$ cat config.mk
export PLATFORM = sky130hd
export DESIGN_NAME = ascii_write_queue
export DESIGN_NICKNAME = d
export VERILOG_FILES = /design/src/rtl/ascii_pkg.sv /design/src/rtl/ascii_fifo.sv /design/src/rtl/ascii_write_queue.sv
export SDC_FILE = /design/constraint.sdc
export NUM_CORES = 1
export LEC_CHECK = 0
export ABC_AREA = 1
export BUFFER_PORTS_ARGS = -buffer_cell sky130_fd_sc_hd__buf_4
export CAP_MARGIN = 15
export CORE_MARGIN = 2
export CORE_UTILIZATION = 34
export DETAILED_ROUTE_END_ITERATION = 6
export PLACE_DENSITY = 0.55
export SLEW_MARGIN = 15
export SYNTH_ARGS = -nofsm -noshare
export SYNTH_HDL_FRONTEND = slang
export SYNTH_SLANG_ARGS = --single-unit
export TNS_END_PERCENT = 50
$ cat constraint.sdc
create_clock -name clk -period 6.54 [get_ports clk]
set_clock_uncertainty 0.1 [all_clocks]
set_input_delay 0 -clock clk [delete_from_list [all_inputs] [get_ports clk]]
set_output_delay 0 -clock clk [all_outputs]
set_load 0.005 [all_outputs]
$ cat src/rtl/ascii_pkg.sv
// rtl/ascii_pkg.sv - shared constants and state encoding for the text-RAM write queue
package ascii_pkg;
    localparam int COLS   = 80;
    localparam int ROWS   = 30;
    localparam int ADDR_W = 13;
    localparam int DATA_W = 32;

    localparam logic [DATA_W-1:0] CLEAR_DATA = 32'h20FF_FFFF;

    typedef enum logic [1:0] {
        ST_IDLE  = 2'd0,
        ST_DRAIN = 2'd1,
        ST_CLEAR = 2'd2
    } state_t;
endpackage

$ cat src/rtl/ascii_fifo.sv
// rtl/ascii_fifo.sv - write-entry FIFO with head lookahead for registered draining
module ascii_fifo
    import ascii_pkg::*;
#(
    parameter int DEPTH = 8,
    parameter int W     = ADDR_W + DATA_W
) (
    input  logic                     clk,
    input  logic                     rst,
    input  logic                     push,
    input  logic                     pop,
    input  logic                     flush,
    input  logic [W-1:0]             wr_data,
    output logic [W-1:0]             head,
    output logic [W-1:0]             head_next,
    output logic [$clog2(DEPTH):0]   level,
    output logic                     full,
    output logic                     empty
);
    localparam int PW = $clog2(DEPTH);

    logic [W-1:0]  mem_q [DEPTH];
    logic [PW-1:0] wr_ptr_q, wr_ptr_d;
    logic [PW-1:0] rd_ptr_q, rd_ptr_d;
    logic [PW:0]   count_q, count_d;
    logic          full_q, full_d;
    logic          empty_q, empty_d;

    // Pointer and occupancy update; flush wins over any push/pop in the same cycle.
    always_comb begin
        wr_ptr_d = wr_ptr_q;
        rd_ptr_d = rd_ptr_q;
        count_d  = count_q;
        if (flush) begin
            wr_ptr_d = '0;
            rd_ptr_d = '0;
            count_d  = '0;
        end else begin
            if (push) wr_ptr_d = wr_ptr_q + PW'(1);
            if (pop)  rd_ptr_d = rd_ptr_q + PW'(1);
            case ({push, pop})
                2'b10:   count_d = count_q + (PW+1)'(1);
                2'b01:   count_d = count_q - (PW+1)'(1);
                default: count_d = count_q;
            endcase
        end
        full_d  = (count_d == (PW+1)'(DEPTH));
        empty_d = (count_d == '0);
    end

    // Control state with asynchronous active-low reset.
    always_ff @(posedge clk or negedge rst) begin
        if (!rst) begin
            wr_ptr_q <= '0;
            rd_ptr_q <= '0;
            count_q  <= '0;
            full_q   <= 1'b0;
            empty_q  <= 1'b1;
        end else begin
            wr_ptr_q <= wr_ptr_d;
            rd_ptr_q <= rd_ptr_d;
            count_q  <= count_d;
            full_q   <= full_d;
            empty_q  <= empty_d;
        end
    end

    // Entry storage; contents are don't-care until written so it carries no reset.
    always_ff @(posedge clk) begin
        if (push && !flush) mem_q[wr_ptr_q] <= wr_data;
    end

    // head_next is what the head becomes after a pop; with one entry left it is the
    // entry being pushed in the same cycle (not yet in storage).
    assign head      = mem_q[rd_ptr_q];
    assign head_next = (count_q > (PW+1)'(1)) ? mem_q[rd_ptr_q + PW'(1)] : wr_data;
    assign level     = count_q;
    assign full      = full_q;
    assign empty     = empty_q;
endmodule

$ cat src/rtl/ascii_write_queue.sv
// rtl/ascii_write_queue.sv - deduplicating text-RAM write queue with screen-clear sequencer
module ascii_write_queue
    import ascii_pkg::*;
#(
    parameter int                DEPTH      = 8,
    parameter int                CELLS      = COLS * ROWS,
    parameter logic [DATA_W-1:0] CLEAR_DATA = ascii_pkg::CLEAR_DATA
) (
    input  logic                   clk,
    input  logic                   rst,
    input  logic                   in_en,
    input  logic [ADDR_W-1:0]      in_addr,
    input  logic [DATA_W-1:0]      in_data,
    input  logic                   clear_req,
    input  logic                   out_ready,
    output logic                   out_we,
    output logic [ADDR_W-1:0]      out_addr,
    output logic [DATA_W-1:0]      out_data,
    output logic                   busy,
    output logic                   full,
    output logic                   empty,
    output logic                   overflow,
    output logic [$clog2(DEPTH):0] level
);
    localparam int LW     = $clog2(DEPTH) + 1;
    localparam int PAIR_W = ADDR_W + DATA_W;

    state_t              state_q, state_d;
    logic                prev_en_q, prev_en_d;
    logic [PAIR_W-1:0]   last_pair_q, last_pair_d;
    logic [ADDR_W-1:0]   counter_q, counter_d;
    logic                out_we_q, out_we_d;
    logic [ADDR_W-1:0]   out_addr_q, out_addr_d;
    logic [DATA_W-1:0]   out_data_q, out_data_d;
    logic                overflow_q, overflow_d;
    logic                busy_q, busy_d;

    logic [PAIR_W-1:0]   pair, f_head, f_next;
    logic [LW-1:0]       f_level;
    logic                f_full, f_empty;
    logic                push_req, push_acc, pop, xfer;

    // A held strobe only re-pushes when the address/data pair changes.
    assign pair     = {in_addr, in_data};
    assign xfer     = out_we_q & out_ready;
    assign push_req = in_en & (~prev_en_q | (pair != last_pair_q));
    assign pop      = (state_q == ST_DRAIN) & xfer & ~clear_req;
    assign push_acc = push_req & ~clear_req & (~f_full | pop);

    ascii_fifo #(.DEPTH(DEPTH), .W(PAIR_W)) u_fifo (
        .clk       (clk),
        .rst       (rst),
        .push      (push_acc),
        .pop       (pop),
        .flush     (clear_req),
        .wr_data   (pair),
        .head      (f_head),
        .head_next (f_next),
        .level     (f_level),
        .full      (f_full),
        .empty     (f_empty)
    );

    // Next-state and registered-output computation for IDLE/DRAIN/CLEAR.
    always_comb begin
        state_d     = state_q;
        counter_d   = counter_q;
        out_we_d    = out_we_q;
        out_addr_d  = out_addr_q;
        out_data_d  = out_data_q;
        prev_en_d   = in_en;
        last_pair_d = push_req ? pair : last_pair_q;
        overflow_d  = overflow_q | (push_req & ~clear_req & f_full & ~pop);
        if (clear_req) begin
            state_d   = ST_CLEAR;
            counter_d = '0;
            out_we_d  = 1'b0;
        end else begin
            case (state_q)
                ST_IDLE: begin
                    out_we_d = 1'b0;
                    if (f_level != '0) begin
                        state_d                  = ST_DRAIN;
                        out_we_d                 = 1'b1;
                        {out_addr_d, out_data_d} = f_head;
                    end
                end
                ST_DRAIN: begin
                    if (xfer) begin
                        if (f_level == LW'(1) && !push_acc) begin
                            state_d  = ST_IDLE;
                            out_we_d = 1'b0;
                        end else begin
                            out_we_d                 = 1'b1;
                            {out_addr_d, out_data_d} = f_next;
                        end
                    end
                end
                ST_CLEAR: begin
                    out_we_d   = 1'b1;
                    out_addr_d = counter_q;
                    out_data_d = CLEAR_DATA;
                    if (xfer) begin
                        if (counter_q == ADDR_W'(CELLS - 1)) begin
                            if (f_level != '0) begin
                                state_d                  = ST_DRAIN;
                                {out_addr_d, out_data_d} = f_head;
                            end else begin
                                state_d  = ST_IDLE;
                                out_we_d = 1'b0;
                            end
                        end else begin
                            counter_d  = counter_q + ADDR_W'(1);
                            out_addr_d = counter_q + ADDR_W'(1);
                        end
                    end
                end
                default: begin
                    state_d  = ST_IDLE;
                    out_we_d = 1'b0;
                end
            endcase
        end
        busy_d = (state_d != ST_IDLE);
    end

    // FSM state, edge-detect history and registered outputs.
    always_ff @(posedge clk or negedge rst) begin
        if (!rst) begin
            state_q     <= ST_IDLE;
            counter_q   <= '0;
            out_we_q    <= 1'b0;
            out_addr_q  <= '0;
            out_data_q  <= '0;
            prev_en_q   <= 1'b0;
            last_pair_q <= '0;
            overflow_q  <= 1'b0;
            busy_q      <= 1'b0;
        end else begin
            state_q     <= state_d;
            counter_q   <= counter_d;
            out_we_q    <= out_we_d;
            out_addr_q  <= out_addr_d;
            out_data_q  <= out_data_d;
            prev_en_q   <= prev_en_d;
            last_pair_q <= last_pair_d;
            overflow_q  <= overflow_d;
            busy_q      <= busy_d;
        end
    end

    assign out_we   = out_we_q;
    assign out_addr = out_addr_q;
    assign out_data = out_data_q;
    assign busy     = busy_q;
    assign overflow = overflow_q;
    assign full     = f_full;
    assign empty    = f_empty;
    assign level    = f_level;
endmodule

==> results.ini, run 1 <==
[cts]
htree_levels = 2
cts-root-buf = clkbuf_16
clk_latency_ns = 0.62
cts_buffer_depth = 3
cts_tree = done
path_clk_slew_ns = 0.06
clock-sinks = 481
cts_setup_buffers = 0
numCtsBuffers = 53

[placed_design]
gp_congestion = 0.885
port_buffers = 103
place_ws_ns = 2.28
hpwl_um = 47900

[floorplanning]
start_util = 0.344
die-area_sq_um = 74800
die_height_um = 273
rows = 98
coreArea_sq_um = 71700
fp.dieW_um = 273
boundaryPins = 104

[power]
p_per_area_nw_per_um2 = 294
peakVddDrop_uv = 199
leakage_nw = 11.1

[route]
wl_per_cell_um = 21.2
routed_via_density = 5.47
final_antenna_net_count = 0
wl_um = 80700
dr.first_iter.drc_count = 2124
drtPass1Iterations = 6
drcViolationCount = 0
vias = 20800

[synth]
ys_seq_area_frac = 0.561
synth.top_cells.by_count = a21oi_1, nand2_1, o21ai_0, edfxtp_1, inv_1
syn_avg_cell_area_sq_um = 8.97
syn_inst = 2751
ys_seq_elements = 481
synth_edf_count = 360
ys_warn_count = 0
synth_top_area_share = 0.438
async_flop_share = 0.252
synth.area.top_cells = edfxtp_1, dfrtp_1, a21oi_1, o21ai_0, nand2_1
synth_cell_type_count = 48
synthFlopType = edfxtp_1
syn_area_sq_um = 24700
synth_fp_nets = 2813
yosys.area.top_type = edfxtp_1

[timing]
worstMarginPinSlew_ns = 1.19
max_freq_mhz = 230
finalSetupViolCount = 0
slew_headroom = 0.204
setup-tns-final_ns = 0
finalCriticalPeriod_ns = 4.34
setup_ws_ns = 2.20
hold_violations = 0
grt_setup_unrepaired = no
drv_slew = 0
finalCritPeriodShare = 0.664

[outcome]
status = complete, no violations

[critical_path]
critPathLaunchType = flop
cp_max_fo = 31
end_kind = flop
worst-endpoint-required_ns = 6.67
critical_path_class = flop to flop
arrival_ns = 4.47

[layout]
nFillCells = 7013
nets = 2875
drive_gt1_frac = 0.0924
diodes = 0
syn2layout_area_growth_pct = 15.5

[run]
cap_violations = 0

[grt]
grt_pass1_vias = 20300
antenna_found_initial = 1
grt_overflow_total = 0
grt_pass1_wl_um = 122000
grt_use_total = 0.213
grt_max_degree = 235

[worst_hold_path]
hp-class = primary input to flop

-- cell families (layout without fill, tap and decap cells) --
logic type | count (synthesis) | in the layout | synth area share
simple gates | 723 | 723 | 0.119
flops | 481 | 481 | 0.561
xor+xnor | 22 | 22 | 0.00811
compound gates | 998 | 998 | 0.215
mux | 22 | 22 | 0.00933
buf+inv | 493 | 599 | 0.0816
fa+ha+maj | 12 | 12 | 0.00608
-- worst max-delay path, cell delays in order, from the launching register on --
cell	delay, ns
dfrtp_1	0.44
inv_1	0.10
ha_1	0.14
buf_4	0.48
inv_2	0.34
nor3_4	0.29
inv_1	0.12
nand2_2	0.11
nand4_4	0.14
inv_1	0.16
nand2_1	0.22
nor2_4	0.64
buf_4	0.64
-- worst paths after layout --
path,from,slack [ns],endpoint,depth (start not counted)
min in group asynchronous,rst,0.28,last_pair_q[44],3
min,in_addr[3],0.1,u_fifo.mem_q[0][35],2
max in group asynchronous,rst,4.97,u_fifo.rd_ptr_q[0],4
max reg2reg,state_q[1],2.20,u_fifo.mem_q[5][43],12
max,state_q[1],2.20,u_fifo.mem_q[5][43],12
min reg2reg,out_data[27],0.37,out_data[27],2
-- per-layer routing --
metal  up-vias  GRT usage  routed length, um  part of all wire
li1       9662          -                  -                 -
met1     10100      0.277              34000              0.42
met2       848      0.354              38000              0.47
met3       202     0.0249               4830             0.060
met4         2     0.0998               3750             0.047
met5         -          0                 11           0.00014
-- stage by stage --
stage | total power, W | area [sq um] | std cells | hold WS (ns) | utilization
detailed placement | 0.00528 | 26200 | 3656 | 0.0244 | 0.365
CTS | 0.00842 | 28500 | 3807 | 0.0734 | 0.397
global route | 0.00870 | 28500 | 3807 | 0.116 | 0.397
floorplan | 0.00447 | 24700 | 2751 | -0.396 | -
finish | 0.00837 | 28500 | 3807 | 0.0958 | 0.397
global placement | 0.00527 | 26200 | 3656 | 0.0254 | 0.365
-- area by class of cell --
| type | count | area (sq um) | share of cell area |
|---|---|---|---|
| Sequential cell | 481 | 13800 | 0.486 |
| Multi-Input combinational cell | 1777 | 8910 | 0.313 |
| Timing Repair Buffer | 192 | 1600 | 0.0560 |
| Clock buffer | 67 | 1440 | 0.0505 |
| Tap cell | 950 | 1190 | 0.0417 |
| Inverter | 308 | 1170 | 0.0411 |
| Clock inverter | 32 | 347 | 0.0122 |
-- where the power goes --
| group | internal (W) | switching (W) |
|---|---|---|
| clock | 0.00183 | 0.00128 |
| combinational | 0.000559 | 0.00101 |
| sequential | 0.00350 | 0.000185 |
| total | 0.00589 | 0.00247 |
-- timing repair --
| item | 4_1_cts | 5_1_grt |
|---|---|---|
| endpoints found under the hold margin | 537 | 0 |
| hold buffers | 52 | 0 |
| gates resized for setup | 0 | 0 |
-- state kept, by name, indices dropped and copies added (netlist names), 2 cells and up --
register and flops:
out_addr 13, out_data 32, counter_q 13, u_fifo.mem_q 360, u_fifo.wr_ptr_q 3, state_q 2
last_pair_q 45, u_fifo.level 4, u_fifo.rd_ptr_q 3
-- cell usage in the layout (no fill, tap or decap), drive strengths merged, types with 7 or more instances in the layout --
master,netlist,layout
o21ai,449,449
mux2i,14,14
bufinv,0,7
nand2,407,407
xnor2,12,12
inv,304,304
ha,12,12
o211ai,90,90
o22ai,12,12
dfrtp,120,120
nor2,204,204
a31oi,33,33
mux2,8,8
dlygate4sd3,0,51
buf,78,141
nand4,15,15
xor2,10,10
clkinv,4,26
clkbuf,107,67
edfxtp,360,360
nand3,85,85
a21oi,404,404
(Power assumes the default switching activity.)
==> inputs of run 2 (changes only) <==
--- a/config.mk
+++ b/config.mk
@@ -5,13 +5,13 @@
 export SDC_FILE = /design/constraint.sdc
 export NUM_CORES = 1
 export LEC_CHECK = 0
-export ABC_AREA = 1
+export ABC_AREA = 0
 export BUFFER_PORTS_ARGS = -buffer_cell sky130_fd_sc_hd__buf_4
 export CAP_MARGIN = 15
 export CORE_MARGIN = 2
 export CORE_UTILIZATION = 34
 export DETAILED_ROUTE_END_ITERATION = 6
-export PLACE_DENSITY = 0.55
+export PLACE_DENSITY = 0.57
 export SLEW_MARGIN = 15
 export SYNTH_ARGS = -nofsm -noshare
 export SYNTH_HDL_FRONTEND = slang
==> constraint.sdc (replaced) <==
create_clock -name clk -period 3.8 [get_ports clk]
set_clock_uncertainty 0.1 [all_clocks]
set_input_delay 0 -clock clk [delete_from_list [all_inputs] [get_ports clk]]
set_output_delay 0 -clock clk [all_outputs]
set_load 0.005 [all_outputs]
==> results.ini, run 2 <==
[critical_path]
critPathLaunchType = flop
critPathTopFamily = simple AND/OR/NAND/NOR gates
path_cells = inv_1 > ha_2 > nand2_1 > nor2_1 > inv_1 > and2_1 > or3_1 > buf_4 > nor4b_4 > buf_4
worst-endpoint-required_ns = 3.93  ; -2.74 ns
max_stage_delay_ns = 0.62  ; -0.02 ns
path_buf_inv = 4  ; -2
critical_path_class = flop to flop
cp_max_fo = 33  ; +6.5%
slowest_stage = buf_4
arrival_ns = 3.55  ; -0.92 ns
end_kind = flop

[synth]
synth_top_area_share = 0.463  ; +0.0254
yosys.area.top_type = edfxtp_1
synth_most_common_cell = edfxtp_1
async_flop_share = 0.252  ; unchanged
ys_seq_area_frac = 0.593  ; +0.0325
syn_inst = 1580  ; -43%
ys_warn_count = 0  ; unchanged
synth_fp_nets = 1642  ; -42%
synth_edf_count = 360  ; unchanged
ys_seq_elements = 481  ; unchanged
syn_avg_cell_area_sq_um = 14.8  ; +65%
synth.area.top_cells = edfxtp_1, mux4_2, dfrtp_1, mux2i_1, mux2_2
syn_area_sq_um = 23300  ; -5.5%
synthFlopType = edfxtp_1
synth_cell_type_count = 66  ; +38%
synth.top_cells.by_count = edfxtp_1, mux4_2, nand2_1, dfrtp_1, mux2i_1

[layout]
final_common_cell = edfxtp_1
largest_register_ffs = 360  ; unchanged
nets = 1792  ; -38%
final_cell_area_sq_um = 27700  ; -2.7%
top_register = u_fifo.mem_q
mostFrequentLayoutCells = edfxtp_1, buf_4, mux4_2
nFillCells = 6208  ; -11%
syn2layout_area_growth_pct = 18.9
drive_gt1_frac = 0.259  ; +0.167

[timing]
finalSetupViolCount = 0  ; unchanged
hold_violations = 0  ; unchanged
finalCritPeriodShare = 0.901  ; +0.237
slew_headroom = 0.241  ; +0.0371
setup-tns-final_ns = 0  ; unchanged
drv_slew = 0  ; unchanged
worstMarginPinSlew_ns = 1.14  ; -0.0538 ns
finalCriticalPeriod_ns = 3.42  ; -0.919 ns
setup_ws_ns = 0.378  ; -1.82 ns
max_freq_mhz = 292  ; +27%
fin_hold_ws_ns = 0.0471  ; -0.0487 ns
grt_setup_unrepaired = no

[cts]
path_clk_slew_ns = 0.06  ; about the same
htree_levels = 2  ; unchanged
clock-sinks = 481  ; unchanged
postCtsHoldBufs = 51  ; -1.9%
clk_latency_ns = 0.61  ; about the same
cts_setup_buffers = 0  ; unchanged
numCtsBuffers = 50  ; -5.7%
cts_buffer_depth = 3  ; unchanged
ctsResizeCount = 0  ; unchanged
cts_tree = done
cts-root-buf = clkbuf_16

[route]
vias = 14900  ; -28%
wl_um = 66000  ; -18%
highest_layer = met5
wl_met3_um = 3920  ; -19%
final_antenna_net_count = 0  ; unchanged
drtPass1Iterations = 5  ; -1
dr_wl_met2_um = 32800  ; -14%
dr.first_iter.drc_count = 1348  ; -37%
routed_via_density = 5.62  ; +2.8%
drcViolationCount = 0  ; unchanged
wl_met1_um = 27500  ; -19%
wl_per_cell_um = 24.8  ; +17%

[placed_design]
port_buffers = 103  ; unchanged
place_ws_ns = 0.371  ; -1.91 ns
post_dp_cell_area_sq_um = 25400  ; -2.8%
gp_congestion = 0.845  ; -4.5%
hpwl_um = 39100  ; -18%

[floorplanning]
rows = 96  ; -2.0%
die-area_sq_um = 70700  ; -5.4%
boundaryPins = 104  ; unchanged
fp.dieW_um = 266  ; -2.7%
start_util = 0.342  ; -0.00212
coreArea_sq_um = 68200  ; -4.9%
die_height_um = 266  ; -2.7%

[grt]
grt_max_degree = 95  ; -60%
antenna_found_initial = 4  ; +3
grt_pass1_vias = 15400  ; -24%
grt_overflow_total = 0  ; unchanged
grt_use_total = 0.187  ; -0.0260
grt_pass1_wl_um = 99200  ; -19%

[outcome]
status = complete, no violations

[run]
cap_violations = 0  ; unchanged

[worst_hold_path]
hp-class = primary input to flop

[power]
leakage_nw = 9.41  ; -16%
peakVddDrop_uv = 385  ; +93%
p_per_area_nw_per_um2 = 484  ; +65%

[run 2: cell types whose count changed after synthesis, sizes merged, moves of 50 or more]
cell / change
o21ai: -396
a21oi: -350
mux2i: +89
mux2: +58
clkbuf: -50
nor2: -144
nand2: -282
mux4: +148
inv: -263
o211ai: -56
[run 2: final timing paths]
path / slack [ns] / from / endpoint / cells past startpoint
hold reg to reg: 0.39 / overflow / overflow / 1
max in group asynchronous: 2.71 / rst / u_fifo.rd_ptr_q[2] / 4
setup / recovery: 0.38 / state_q[1] / u_fifo.mem_q[2][22] / 10
hold / removal: 0.05 / in_en / prev_en_q / 2
setup reg to reg: 0.38 / state_q[1] / u_fifo.mem_q[2][22] / 10
min in group asynchronous: 0.44 / rst / u_fifo.empty / 3
[run 2: per-layer routing]
metal  vias up  global-route usage
met3       120              0.0302
met2       548               0.321
met5         -                   0
li1       6472                   -
met1      7792               0.245
met4         4              0.0513
[run 2: layout make-up]
class | instances | area (sq um) | share of cell area
antenna | 2 | 5.00 | 0.000180
multi-input combinational | 948 | 8990 | 0.324
inverter | 41 | 154 | 0.00555
clock inverter | 36 | 474 | 0.0171
clock buffer | 58 | 1310 | 0.0473
timing repair buffer | 208 | 1850 | 0.0666
sequential | 481 | 13900 | 0.499
tap | 882 | 1100 | 0.0398
[run 2: stage by stage]
step | utilization | std cells | total power, W
floorplan | - | 1580 | 0.00717
global placement | 0.373 | 2509 | 0.00813
detailed placement | 0.373 | 2509 | 0.00815
CTS | 0.407 | 2654 | 0.0136
global route | 0.407 | 2656 | 0.0140
finish | 0.407 | 2656 | 0.0134
[run 2: logic make-up (layout without fill, tap and decap cells)]
logic type / Yosys count / after routing / share of synthesized area
compound gates: 217 / 217 / 0.0591
other cells: 0 / 2 / 0
fa+ha+maj: 12 / 12 / 0.00643
xor+xnor: 60 / 60 / 0.0225
flops: 481 / 481 / 0.593
mux: 317 / 317 / 0.220
buf+inv: 151 / 343 / 0.0286
simple gates: 342 / 342 / 0.0704
[run 2: power by group]
| group | internal, W | switching, W |
|---|---|---|
| logic | 0.000850 | 0.00106 |
| registers | 0.00597 | 0.000191 |
| clock network | 0.00323 | 0.00212 |
| total | 0.0101 | 0.00337 |
